### config.mk
export PLATFORM = sky130hd
export DESIGN_NAME = input_register_bank
export DESIGN_NICKNAME = d
export VERILOG_FILES = /design/src/rtl/input_register_bank.sv
export SDC_FILE = /design/constraint.sdc
export NUM_CORES = 1
export LEC_CHECK = 0
export CORE_MARGIN = 2
export CORE_UTILIZATION = 36
export CTS_CLUSTER_SIZE = 14
export DETAILED_ROUTE_END_ITERATION = 8
export GPL_TIMING_DRIVEN = 0
export PLACE_DENSITY = 0.6
export SETUP_SLACK_MARGIN = 0.15
export SLEW_MARGIN = 20
export SYNTH_ARGS = -nofsm -noshare
export SYNTH_HDL_FRONTEND = slang
export SYNTH_SLANG_ARGS = --single-unit
### constraint.sdc
create_clock -name clk -period 4.7 [get_ports clk]
set_clock_uncertainty 0.2 [all_clocks]
set_input_delay 0.705 -clock clk [delete_from_list [all_inputs] [get_ports clk]]
set_output_delay 0.705 -clock clk [all_outputs]
set_load 0.02 [all_outputs]
### src/rtl/input_register_bank.sv
// Multi-lane operand input bank: per-lane hold registers with optional broadcast,
// feeding a DEPTH-stage elastic valid/ready pipeline toward the MAC array.
module input_register_bank #(
    parameter int RP    = 16,
    parameter int LANES = 4,
    parameter int DEPTH = 2
) (
    input  logic                  clk,
    input  logic                  rst_n,
    input  logic                  clr,
    input  logic                  bcast,
    input  logic [LANES-1:0]      w_en,
    input  logic [LANES*RP-1:0]   in_data,
    input  logic                  in_valid,
    output logic                  in_ready,
    output logic [LANES*RP-1:0]   out_data,
    output logic [LANES-1:0]      out_upd,
    output logic                  out_valid,
    input  logic                  out_ready
);

    localparam int VW = LANES * RP;

    logic [VW-1:0]                 hold;
    logic [DEPTH-1:0][VW-1:0]      stg_data;
    logic [DEPTH-1:0][LANES-1:0]   stg_upd;
    logic [DEPTH-1:0]              stg_vld;
    logic [DEPTH-1:0]              rdy;
    logic [VW-1:0]                 merged;
    logic                          acc;

    function automatic logic [VW-1:0] merge_lanes(
        input logic [VW-1:0]    din,
        input logic [LANES-1:0] en,
        input logic             bc,
        input logic [VW-1:0]    held
    );
        logic [VW-1:0] m;
        m = '0;
        for (int l = 0; l < LANES; l++) begin
            if (en[l])
                m[l*RP +: RP] = bc ? din[RP-1:0] : din[l*RP +: RP];
            else
                m[l*RP +: RP] = held[l*RP +: RP];
        end
        return m;
    endfunction

    // Stage k can take a beat unless it and every stage after it are full
    // while the consumer stalls; written flat to keep the chain loop-free.
    for (genvar k = 0; k < DEPTH; k++) begin : g_rdy
        assign rdy[k] = out_ready | ~(&stg_vld[DEPTH-1:k]);
    end

    assign in_ready = rdy[0] & ~clr;
    assign acc      = in_valid & in_ready;
    assign merged   = merge_lanes(in_data, w_en, bcast, hold);

    always_ff @(posedge clk or negedge rst_n) begin
        if (!rst_n) begin
            hold     <= '0;
            stg_data <= '0;
            stg_upd  <= '0;
            stg_vld  <= '0;
        end else if (clr) begin
            hold     <= '0;
            stg_data <= '0;
            stg_upd  <= '0;
            stg_vld  <= '0;
        end else begin
            // capture stage
            if (acc) begin
                hold        <= merged;
                stg_data[0] <= merged;
                stg_upd[0]  <= w_en;
                stg_vld[0]  <= 1'b1;
            end else if (rdy[0]) begin
                stg_vld[0]  <= 1'b0;
            end
            // elastic stages: advance only where downstream has room
            for (int k = 1; k < DEPTH; k++) begin
                if (rdy[k]) begin
                    stg_data[k] <= stg_data[k-1];
                    stg_upd[k]  <= stg_upd[k-1];
                    stg_vld[k]  <= stg_vld[k-1];
                end
            end
        end
    end

    assign out_data  = stg_data[DEPTH-1];
    assign out_upd   = stg_upd[DEPTH-1];
    assign out_valid = stg_vld[DEPTH-1];

endmodule

# After elaboration in Yosys (flattened, before gate mapping)
# Cells that the tools add are included.
word_totals:
  output_inout_bits: 70
  latch_bits: 0
  mem_bits_rw: 0
  mem_count: 0
  regBits: 202
  wordCells: 36
  mem_bits_ro: 0
  input_bits: 74
op_classes:
  magnitude_cmp: 0
  div: 0
  n_mux: 18
  n_addsub: 0
  reduce_logical: 4
  mul: 0
  n_bitwise: 7
  eq_ne: 0
  n_shift: 0
op_table:
  columns: ["cell", "n"]
  rows:
  - ["two-way mux 64 bit", 3]
  - ["two-way mux 128 bit", 1]
  - ["two-way mux 16 bit", 7]
  - ["two-way mux 4 bit", 2]
  - ["two-way mux 8 bit", 1]
  - ["nonzero test 2 bit", 2]
  - ["two-way mux 1 bit", 3]
  - ["NOT 1 bit", 3]
  - ["nonzero test 3 bit", 1]
  - ["bitwise AND 1 bit", 2]
  - ["two-way mux 2 bit", 1]
  - ["bitwise OR 1 bit", 2]
  - ["AND reduction 2 bit", 1]

# Depth between registers and ports, before layout
depth:
  ltp_word: 7
  mapped_depth: 6
  ltp_nobuf: 3

# Worst setup path before layout
# Ideal clock, no wire load.
synth_path:
  path_kind: "input to output"
  from: "in clr"
  to: "out in_ready"
  setup_slack_ps: 2211
  arrival_ps: 1584
  required_ps: 3795
  n_path_buf: 3
  cell_stages: 4
  path_cell_list: "buf_6 clkbuf_1 clkbuf_1 a21oi_1"
synth_between:
  elab_chain_len: 2
synth_lines:
  columns: ["item", "line_no", "text"]
  rows:
  - ["from (decl)", "10", "input logic clr,"]
  - ["NOT 1 bit", "55", "assign in_ready = rdy[0] & ~clr;"]
  - ["bitwise AND 1 bit", "55", null]
  - ["to (decl)", "15", "output logic in_ready,"]
# Every way passes these cells.

# Worst setup path in the final report
layout_path:
  from: "in out_ready"
  to: "out in_ready"
layout_between:
  elab_chain_len: 2
layout_lines:
  columns: ["item", "line_no", "text"]
  rows:
  - ["from (decl)", "19", "input logic out_ready"]
  - ["bitwise OR 1 bit", "52", "assign rdy[k] = out_ready | ~(&stg_vld[DEPTH-1:k]);"]
  - ["bitwise AND 1 bit", "55", null]
# Every way passes these cells.

==> metrics.md <==
| Metric | Value |
|---|---|
| Hold depth | 1 |
| CTS tree | done |
| DPL Wire Length | 13200 um |
| Gate Count Post-Synth | 577 |
| Slew @ Worst Pin | 0.650 ns |
| Core area | 16600 um2 |
| Footprint of the multi-input gates | 2430 um2 |
| Root Buffer | clkbuf_16 |
| Final instance area | 8550 um2 |
| Layout cells sized above 1 | 0.120 |
| First-pass DRT Iterations | 5 |
| Power per cell area | 364 nW/um2 |
| Reg-to-Reg Start | stg_vld[1] |
| Min cycle time layout | 3.58 ns |
| GRT overflow | 0 |
| Reg2reg end | out_data[60] |
| Fin. Hold Viols | 0 |
| Area contributors post-synth | dfrtp_1 56%, mux2i_1 14%, nand2_1 11%, a21oi_1 5.7%, mux2_4 2.2% |
| CP Data Required Time | 3.80 ns |
| Total number of vias | 4801 |
| Gr usage total | 0.211 |
| Ys flop type | dfrtp_1 |
| Clock sinks | 138 |
| Inserted Clock Buffers | 17 |
| Maxcap violations | 0 |
| Nets | 813 |
| CP Depth | 6 |
| Slowest stage delay, CP | 0.56 ns |
| RSZ-0062 raised after global routing | no |
| Async SR Flop Fraction | 1.00 |
| # IOs | 144 |
| Synth cell types | 28 |
| Most frequent cell after synthesis | nand2_1 |
| Post-synth top area share | 0.560 |
| Layout Area Growth over Synthesis | 38.6% |
| First-pass GRT wire length | 28500 um |
| Routed WL | 18500 um |
| H-tree level count | 4 |
| Arrival time at the worst endpoint | 2.67 ns |
| Number of enable flip-flop cells after synthesis | 0 |
| Synth top cells by count | 176 x nand2_1, 138 x dfrtp_1, 87 x mux2i_1 |
| Setup TNS | 0 ns |
| R2R cell count | 5 |
| Hold Crit Endpoint | hold[45] |
| Yosys warns | 0 |
| Vias in the first global route | 5151 |
| Port Buffers | 141 |
| Placer Congestion | 0.822 |
| Slew headroom | 0.566 |
| Clock transition at the registers of the reported paths | 0.06 ns |
| Fin. max-slew vios | 0 |
| Worst VDD drop | 0.237 mV |
| R2R Setup Slk | 2.90 ns |
| Postcts setup bufs | 0 |
| Starting Density | 0.371 |
| Clk buf depth | 2 |
| Status | complete, no violations |
| Period Utilization, post-route | 0.762 |
| First DRT Iteration DRCs | 202 |
| DR DRC count | 0 |
| Pin count of the biggest net entering global routing | 92 |
| Die X | 135 um |
| Num rows | 47 |
| CP Buf/Inv Count | 4 |
| Pwr Total | 3.11 mW |
| Initial antenna violation count | 0 |
| Die Area | 18200 um2 |
| Latest clock arrival within the worst-skew pair | 0.42 ns |
| Fmax achieved | 279 MHz |
| Mapped Area | 6170 um2 |
| Vias per cell | 4.94 |
| Wire per inst | 19.0 um |
| Pleak | 3.83 nW |
| CP endpoint kind | output pin |
| CP most frequent cell | clkdlybuf4s50_1 |
| Critical path cell sequence | clkdlybuf4s50_1 -> nor2b_1 -> buf_2 -> clkbuf_1 -> a21oi_1 -> clkdlybuf4s50_1 |
| Fillers | 1494 |
| Yosys top cell by area | dfrtp_1 |
| Final setup violation count | 0 |
| Crit Path Max Fanout | 10 |
| Sequential cell area | 3450 um2 |
| Yosys reg bits | 138 |
| Diode count | 0 |
| Worst Hold Class | register to register |
| Die H | 135 um |
| Dpl cell area | 7890 um2 |
| Hold Startpoint | hold[45] |
| Sequential area share after synthesis | 0.560 |
| Delay-heaviest family, CP | buffers and inverters |
| Net Count, Synth | 651 |
| WS Path Type | input pin to output pin |
| Post-route ant nets | 0 |
| Crit start category | input pin |
| Critical-path top delay cell | clkdlybuf4s50_1 |
| Synth Area per Inst | 10.7 um2 |
[where the power goes]
part           switching [mW]  internal (mW)  leakage (nW)  total (mW)
registers              0.0321           1.24          1.88        1.28
clock network           0.503          0.964         0.315        1.47
logic                   0.193          0.172          1.63       0.365
total                   0.728           2.38          3.83        3.11
[how the worst max path moves through the flow]
stage,start,to,slack (ns)
floorplan,clr,in_ready,2.21
global placement,rst_n,out_data[23],-2.62
detailed placement,out_ready,in_ready,1.10
CTS,out_ready,in_ready,1.10
global route,out_ready,in_ready,1.02
finish,out_ready,in_ready,1.12
[through the flow]
step | instances | setup slack [ns] | utilization | hold slack [ns]
finish | 972 | 1.12 | 0.514 | 0.293
global route | 972 | 1.02 | 0.514 | 0.305
CTS | 972 | 1.10 | 0.514 | 0.293
detailed placement | 939 | 1.10 | 0.474 | 0.277
global placement | 938 | -2.62 | 0.472 | 0.271
floorplan | 577 | 2.21 | - | 0.209
[sequential cells by signal, summed over array words and instances, names as in the netlist]
signal	flops
hold	64
out_data	64
stg_vld	2
out_upd	4
stg_upd	4
[cells in the final DEF (no fill, tap or decap), drive strengths merged]
master         count
nand2            176
clkdlybuf4s50    140
dfrtp            138
mux2i             87
a21oi             70
clkbuf            34
buf               34
mux2              16
nor2b             10
o2bb2ai            9
and2b              9
clkinv             6
bufinv             5
a31o               3
clkinvlp           3
and3               3
nor2               2
nand3b             1
nand3              1
nand2b             1
a21bo              1
inv                1
a31oi              1
dlygate4sd3        1
[routing by layer]
metal  vias up  GRT usage  part of all wire
met3        19     0.0638             0.077
met4         0     0.0778             0.022
li1       2240          -                 -
met1      2392      0.271              0.43
met2       150      0.337              0.47
met5         -          0                 0
[layout make-up]
cell class                      instances  area share
Buffer                                 47      0.0328
Clock buffer                           19      0.0530
Clock inverter                         13      0.0231
Inverter                                2    0.000878
Multi-Input combinational cell        390       0.284
Sequential cell                       138       0.404
Tap cell                              220      0.0322
Timing Repair Buffer                  143       0.170
[worst register-to-register path, delay by kind of cell, from the launching register on]
family                 cells  cell delay, ns
AO/OA/AOI/OAI              1            0.15
AND/OR/NAND/NOR            2            0.28
flip-flops                 1            0.42
buffers and inverters      2            0.68
[kinds of logic (layout without fill, tap and decap cells)]
logic type	count (synthesis)	count (layout)	share of synthesized area
AO/OA/AOI/OAI	84	84	0.0775
buffers and inverters	49	224	0.0466
flip-flops	138	138	0.560
multiplexers	103	103	0.176
AND/OR/NAND/NOR	203	203	0.141
[timing repair]
item	in CTS	in global routing
hold buffers	1	0
endpoints found under the hold margin	15	0
gates resized for setup	0	0
No activity file was read; power rests on OpenSTA's default activity.
